<file path="config.mk">
export PLATFORM = sky130hd
export DESIGN_NAME = sop_sweep_flat
export DESIGN_NICKNAME = d
export VERILOG_FILES = /design/src/rtl/sop_sweep_if.sv /design/src/rtl/sop_sweep.sv /design/src/flat_wrapper.sv
export SDC_FILE = /design/constraint.sdc
export NUM_CORES = 1
export LEC_CHECK = 0
export CAP_MARGIN = 20
export CORE_MARGIN = 5
export CORE_UTILIZATION = 49
export DETAILED_ROUTE_END_ITERATION = 12
export MAX_ROUTING_LAYER = met4
export PLACE_DENSITY = 0.82
export SLEW_MARGIN = 15
export SYNTH_ARGS = -nofsm -noshare
export SYNTH_HDL_FRONTEND = slang
export SYNTH_SLANG_ARGS = --single-unit
</file>
<file path="constraint.sdc">
create_clock -name clk -period 3.8 [get_ports clk]
set_clock_uncertainty 0.15 [all_clocks]
set_input_delay 0.57 -clock clk [delete_from_list [all_inputs] [get_ports clk]]
set_output_delay 0.57 -clock clk [all_outputs]
set_load 0.02 [all_outputs]
</file>
<file path="src/rtl/sop_sweep_if.sv">
// sop_sweep_if: valid/ready beat stream carrying {vector, f} from the sweeper to its sink.
interface sop_sweep_if #(parameter int N_IN = 3);
  logic out_valid;
  logic out_ready;
  logic out_f;
  logic [N_IN-1:0] out_vec;
  modport master(output out_valid, out_vec, out_f, input out_ready);
  modport slave(input out_valid, out_vec, out_f, output out_ready);
endinterface

</file>
<file path="src/rtl/sop_sweep.sv">
// sop_sweep: exhaustive evaluator streaming every input vector of an N_IN-input truth-table function.
// Define SOP_SWEEP_CHECK_EN to add the expected-mask comparison ports (exp_mask, mismatch, err_count).
module sop_sweep #(
  parameter int N_IN = 3,
  localparam int LUT_W = 1 << N_IN
) (
  input  logic             clk,
  input  logic             rst,
  input  logic             start,
  input  logic [LUT_W-1:0] func_mask,
`ifdef SOP_SWEEP_CHECK_EN
  input  logic [LUT_W-1:0] exp_mask,
  output logic             mismatch,
  output logic [N_IN:0]    err_count,
`endif
  sop_sweep_if.master      out_if,
  output logic             busy,
  output logic             done,
  output logic [N_IN:0]    ones_count
);
  localparam logic [1:0] IDLE = 2'd0;
  localparam logic [1:0] RUN  = 2'd1;
  localparam logic [1:0] DONE = 2'd2;
  logic [1:0] state_q, state_d;
  logic [N_IN-1:0] idx_q, idx_d;
  logic [LUT_W-1:0] mask_q, mask_d;
  logic [N_IN:0] ones_q, ones_d;
  logic go, fire, last, f;
  assign go   = (state_q == IDLE) && start;
  assign fire = (state_q == RUN) && out_if.out_ready;
  assign last = idx_q == N_IN'(LUT_W - 1);
  assign f    = mask_q[idx_q];
  always_comb begin
    state_d = go ? RUN : (state_q == RUN) ? ((fire && last) ? DONE : RUN) : IDLE;
    idx_d   = go ? '0 : (fire && !last) ? idx_q + 1'b1 : idx_q;
    mask_d  = go ? func_mask : mask_q;
    ones_d  = go ? '0 : fire ? ones_q + {{N_IN{1'b0}}, f} : ones_q;
  end
  always_ff @(posedge clk or posedge rst) begin
    if (rst) begin
      state_q <= IDLE;
      idx_q   <= '0;
      mask_q  <= '0;
      ones_q  <= '0;
    end else begin
      state_q <= state_d;
      idx_q   <= idx_d;
      mask_q  <= mask_d;
      ones_q  <= ones_d;
    end
  end
  assign out_if.out_valid = state_q == RUN;
  assign out_if.out_vec   = idx_q;
  assign out_if.out_f     = f;
  assign busy             = state_q != IDLE;
  assign done             = state_q == DONE;
  assign ones_count       = ones_q;
`ifdef SOP_SWEEP_CHECK_EN
  logic [LUT_W-1:0] exp_q, exp_d;
  logic [N_IN:0] err_q, err_d;
  assign mismatch = (state_q == RUN) && (f != exp_q[idx_q]);
  always_comb begin
    exp_d = go ? exp_mask : exp_q;
    err_d = go ? '0 : (fire && mismatch) ? err_q + 1'b1 : err_q;
  end
  always_ff @(posedge clk or posedge rst) begin
    if (rst) begin
      exp_q <= '0;
      err_q <= '0;
    end else begin
      exp_q <= exp_d;
      err_q <= err_d;
    end
  end
  assign err_count = err_q;
`endif
endmodule
</file>
<file path="src/flat_wrapper.sv">
// flat-port wrapper written by rule: the top's interface ports become plain ports
module sop_sweep_flat 
#(
  parameter int N_IN = 3,
  localparam int LUT_W = 1 << N_IN
)
  (clk, rst, start, func_mask, busy, done, ones_count, out_if_out_valid, out_if_out_vec, out_if_out_f, out_if_out_ready);
  sop_sweep_if #(.N_IN(N_IN)) out_if_i ();
  input  logic clk;
  input  logic rst;
  input  logic start;
  input  logic [LUT_W-1:0] func_mask;
  output logic busy;
  output logic done;
  output logic [N_IN:0] ones_count;
  output wire logic [$bits(out_if_i.out_valid)-1:0] out_if_out_valid;
  output wire logic [$bits(out_if_i.out_vec)-1:0] out_if_out_vec;
  output wire logic [$bits(out_if_i.out_f)-1:0] out_if_out_f;
  input wire logic [$bits(out_if_i.out_ready)-1:0] out_if_out_ready;
  assign out_if_out_valid = out_if_i.out_valid;
  assign out_if_out_vec = out_if_i.out_vec;
  assign out_if_out_f = out_if_i.out_f;
  assign out_if_i.out_ready = out_if_out_ready;
  sop_sweep #(.N_IN(N_IN)) u_core (.clk(clk), .rst(rst), .start(start), .func_mask(func_mask), .out_if(out_if_i), .busy(busy), .done(done), .ones_count(ones_count));
endmodule
</file>
Yosys cells after proc, flatten, opt, wreduce, memory -nomap -nowiden
Index checks and enable logic that the tools add are counted.

Flip-flop bits (word level): 17. Bits in latches: 0. Bits in writable memories: 0. Memory bits (read-only): 0. Input bits: 12. Output and inout port bits: 11. Word-level logic and storage cells: 28. Memories kept: 0.

$add $sub $neg: 2. Multiply operators: 0. Divide/modulo/power cells: 0. Order comparisons: 1. Equality and inequality tests: 3. Shift-type cells: 0. Mux-type cells: 9. Bitwise gates (word level): 0. Reduce and logical (&&, ||, !) cells: 9.

Operator list (count): 4-bit 2-to-1 mux (2); 2-bit 2-to-1 mux (3); 3-bit 2-to-1 mux (2); 2-bit nonzero test (3); 4-bit by 1-bit adder with 4-bit output (1); 1-bit logical AND (4); 3-bit by 4-bit < comparator with 1-bit output, second input constant (1); 3-bit by 1-bit adder with 3-bit output, second input constant (1); 1-bit binary-select mux with 3-bit select (1); 3-bit equality test, second input constant (1); 2-bit by 1-bit equality test with 1-bit output, second input constant (1); 2-bit equality test, second input constant (1); 2-bit zero test (1); 1-bit zero test (1); 1-bit 2-to-1 mux (1).

Logic depth before layout (Yosys ltp)
Word-level depth: 6. Depth in mapped cells: 7. Gate-level depth less buffers: 7.

Worst setup path after synthesis
No wires, ideal clock.

Kind: register to register. Start point: register u_core.idx_q[0] (netlist: u_core.out_if.out_vec[0]). End point: register u_core.ones_q[1] (netlist: u_core.ones_count[1]). Library setup time: 121 ps. Arrival time: 2096 ps. Required time: 3529 ps. Setup slack: 1433 ps. Cell stages (with the launch flop): 6. Buffers on the path: 0. Clock period less this slack: 2367 ps. Cell sequence: dfrtp_1 -> mux4_1 -> mux2_2 -> ha_1 -> ha_1 -> a22o_1.

Word-level cells in the longest chain between the ends: 5.

RTL lines: from (decl) (RTL line sop_sweep.sv:25) `logic [N_IN-1:0] idx_q, idx_d;`; from (signal assigned) (RTL line sop_sweep.sv:47) `idx_q <= idx_d;`; 1-bit binary-select mux with 3-bit select (RTL line sop_sweep.sv:32) `assign f = mask_q[idx_q];`; 1-bit 2-to-1 mux (not written as such) (RTL line sop_sweep.sv:32); via out_if_out_f (RTL line flat_wrapper.sv:18) `output wire logic [$bits(out_if_i.out_f)-1:0] out_if_out_f;`; 4-bit by 1-bit adder with 4-bit output (RTL line sop_sweep.sv:37) `ones_d = go ? '0 : fire ? ones_q + {{N_IN{1'b0}}, f} : ones_q;`; 4-bit 2-to-1 mux (2 in a row) (RTL line sop_sweep.sv:37); to (signal assigned) (RTL line sop_sweep.sv:49) `ones_q <= ones_d;`; to (decl) (RTL line sop_sweep.sv:27) `logic [N_IN:0] ones_q, ones_d;`.

The timed path passes the listed nets, and every way through them passes these cells. The select of a mux whose other input is x is not followed. A chain may end at the register's enable or synchronous reset.

Final worst setup path
Start point: register u_core.idx_q[0] (netlist: u_core.out_if.out_vec[0]). End point: output port out_if_out_f.

Word-level cells in the longest chain between the ends: 2.

RTL lines (RTL line): 1-bit binary-select mux with 3-bit select (sop_sweep.sv:32); 1-bit 2-to-1 mux (not written as such) (sop_sweep.sv:32); to (decl) (flat_wrapper.sv:18).

Every way passes these cells. The select of a mux whose other input is x is not followed.

==> run_results.csv <==
group,metric,value,unit
worst_setup_path,startpoint_of_the_lowest_slack_register_to_register_path,"u_core.out_if.out_vec[0]",
pwr,power_density_over_the_cells,791,nW/um^2
detailed_routing,number_of_routed_nets_with_antenna_violations,0,
pwr,power.ir.vdd_worst,445,uV
timing,slew_worst_pin,0.622,ns
yosys,synth_top_cell_by_area,"dfrtp_1",
floorplan,io_pins,23,
yosys,synth-edff-count,0,
detailed_routing,drc_errors,0,
worst_setup_path,critical-path-top-delay-family,"multiplexers",
pwr,clock_power_share,11.1,%
job,cap_violations,0,
global_routing,vias_in_the_first_global_route,579,
layout,final_design_area_no_fill,1080,um^2
global_routing,gr-usage-all-layers,13.6,%
pwr,p_sw,0.000301,W
pwr,part_of_the_total_power_dissipated_in_sequential_elements,38.7,%
pwr,internal,0.000550,W
timing,final.hold.worst_slack,0.334,ns
yosys,synth_area_in_compound_gates,4.13,%
worst_setup_path,worst_path_largest_cell_delay,0.57,ns
placed_design,final_replace_weighted_congestion,0.730,
worst_setup_path,worst-r2r-cell-count,7,
worst_setup_path,worstReg2RegEnd,"u_core.ones_count[2]",
pwr,leakage,0.483,nW
floorplan,rows,14,
detailed_routing,avgViaCountPerCell,5.70,
layout,layout-drive-gt1-share,19.5,%
clock_network,insertion_delay,0.29,ns
global_routing,global_route_wire_length_before_repair,2590,um
worst_setup_path,endpoint_kind,"output port",
pwr,power_frac_comb,50.2,%
yosys,yosysWarningCount,0,
yosys,xor_xnor_share_of_the_synthesized_area,1.07,%
worst_setup_path,regToRegSetupSlack,1.50,ns
worst_setup_path,worst_setup_path_startpoint,"u_core.out_if.out_vec[0]",
floorplan,fp.dieArea,2580,um^2
floorplan,chipHeight,50.8,um
worst_setup_path,cp-start-kind,"register",
timing,fin_ws,0.955,ns
layout,area_growth,31.7,%
timing,max_freq,352,MHz
detailed_routing,via_count,559,
clock_network,clock_sinks,17,
timing,layout_worst_path_cycle_share,74.9,%
worst_setup_path,cp_slowest_cell,"mux4_1",
worst_setup_path,worst_path_required_time,3.08,ns
worst_setup_path,setup.worst_path.end,"out_if_out_f",
placed_design,placement.setup.worst_slack,1.25,ns
placed_design,dp_hpwl,1170,um
placed_design,io_buffers,22,
clock_network,postCtsResizedCells,0,
yosys,synth_sequential_area_ratio,52.1,%
timing,totalNegativeSetupSlack,0,ns
clock_network,post_cts_hold_buffer_count,0,
clock_network,postCtsSetupRepairBufs,0,
worst_setup_path,critPathArrivalTime,2.12,ns
worst_setup_path,path_buf_inv,1,
yosys,prevailing_post_synth_register_cell,"dfrtp_1",
timing,rsz0062_at_grt,"false",
yosys,main_combinational_cell_family_by_area_after_synthesis,"multiplexers",
hold_path,timing.hold.worst.class,"reg -> reg",
clock_network,clkTransAtPathRegs,0.09,ns
floorplan,chipWidth,50.8,um
clock_network,clock_tree.htree_level_count,1,
clock_network,ctsRootBufferMaster,"clkbuf_4",
detailed_routing,wl_per_cell,15.0,um
yosys,mappedNetlistArea,817,um^2
layout,fin_util,69.8,%
outcome,run_status,"completed",
yosys,synth_mux_area_share,22.7,%
yosys,yosys_register_bits,17,
yosys,post-synth-top-area-fraction,52.1,%
yosys,syn_nets,73,
yosys,syn-instance-count,57,
detailed_routing,detail_route.wirelength,1470,um
worst_setup_path,timing.critical_path.cells,"mux4_1 -> mux2_2 -> clkdlybuf4s50_1",
timing,post-route-min-period,2.84,ns
clock_network,cts_inserted_buffers,3,
layout,final_nets,99,
worst_setup_path,critical_path_class,"reg -> out",
yosys,synth.avg_cell_area,14.3,um^2
global_routing,grt_antenna_before_repair,0,
pwr,switching_share,35.4,%
yosys,yosys.cell_types.count,20,
global_routing,global_route.overflow_total,0,
timing,report.final.slew_viol_count,0,
timing,report.final.hold_viol_count,0,
yosys,synth-async-reset-ratio,100,%
yosys,post_synth_fa_ha_maj_area_fraction,6.13,%
timing,timing.final.setup_violations,0,
timing,max-slew-margin-rel,58.5,%
worst_setup_path,cp_max_fo,5,
detailed_routing,drtPass1Iterations,2,
placed_design,placed_area,1050,um^2
clock_network,cts_tree,"built",
floorplan,core_area,1540,um^2
layout,antenna_cells,0,
clock_network,number_of_buffers_on_the_longest_clock_path,2,
global_routing,grt_max_degree,18,
floorplan,start_util,53.0,%
yosys,yosys.area_share.simple,12.1,%
worst_setup_path,critical_path_cell_count,3,
detailed_routing,drt_iter0_markers,1,
yosys,yosys-top-cells-area,"dfrtp_1, mux2_2, mux4_1",
## area by class of cell
type | instances | area (um^2)
multi-input cells | 37 | 377
repair buffers | 22 | 220
clock buffers | 4 | 26.3
inverters | 2 | 7.51
flip-flops and latches | 17 | 425
well taps | 16 | 20.0
fillers | 118 | 465
## cells in the mapped netlist (2+ instances only)
library cell   n
a22o_1         3
dfrtp_1       17
mux2_2        10
ha_1           4
nor2_1         4
inv_1          2
nor2b_1        2
mux4_1         2
mux2i_1        2
## layout by cell type, fill, tap and decap left out, drive strengths merged, types with 2 or more instances in the layout
| master | netlist | routed |
|---|---|---|
| clkdlybuf4s50 | 0 | 22 |
| a22o | 3 | 3 |
| nor2 | 4 | 4 |
| clkbuf | 0 | 4 |
| ha | 4 | 4 |
| mux2i | 2 | 2 |
| dfrtp | 17 | 17 |
| inv | 2 | 2 |
| nor2b | 2 | 2 |
| mux4 | 2 | 2 |
| mux2 | 10 | 10 |
## flip-flops by register name (all words and copies together), names as in the netlist
| signal | flops |
|---|---|
| u_core.out_if.out_vec | 3 |
| u_core.state_q | 2 |
| u_core.ones_count | 4 |
| u_core.mask_q | 8 |
## metal layers
metal	wire length (um)	up-vias	GRT usage (%)	share of wire, %
met5	0	-	-	0
met4	25	0	5.11	1.7
met1	562	277	13.6	38
met2	755	19	24.4	52
met3	123	3	4.36	8.4
li1	-	260	-	-
## power by group through the flow
stage / sequential, W / clock (W) / combinational [W]
6_report: 0.000330 / 0.0000943 / 0.000427
5_1_grt: 0.000340 / 0.000110 / 0.000473
4_1_cts: 0.000331 / 0.000100 / 0.000435
3_5_place_dp: 0.000335 / 0 / 0.000434
3_3_place_gp: 0.000328 / 0 / 0.000422
2_1_floorplan: 0.000349 / 0 / 0.000251
## kinds of logic (layout without fill, tap and decap cells)
logic type | count (synthesis) | after routing
simple gates | 14 | 14
compound gates | 4 | 4
xor+xnor | 1 | 1
buf+inv | 3 | 28
mux | 14 | 14
flops | 17 | 17
fa+ha+maj | 4 | 4
## through the flow
step,total power [W],std cells
after floorplan,0.000600,57
after global placement,0.000750,94
after detailed placement,0.000769,94
after CTS,0.000867,98
after global routing,0.000923,98
final,0.000851,98
## worst min-delay path by stage
stage / from / cells past startpoint / endpoint / slack (ns)
final: u_core.ones_count[3] / 1 / u_core.ones_count[3] / 0.33
after global routing: u_core.ones_count[3] / 1 / u_core.ones_count[3] / 0.35
after CTS: u_core.ones_count[3] / 1 / u_core.ones_count[3] / 0.33
after detailed placement: u_core.ones_count[3] / 1 / u_core.ones_count[3] / 0.32
after global placement: u_core.ones_count[3] / 1 / u_core.ones_count[3] / 0.31
after floorplan: u_core.mask_q[1] / 1 / u_core.mask_q[1] / 0.32
Note: power is estimated with default switching activity, not from simulation.
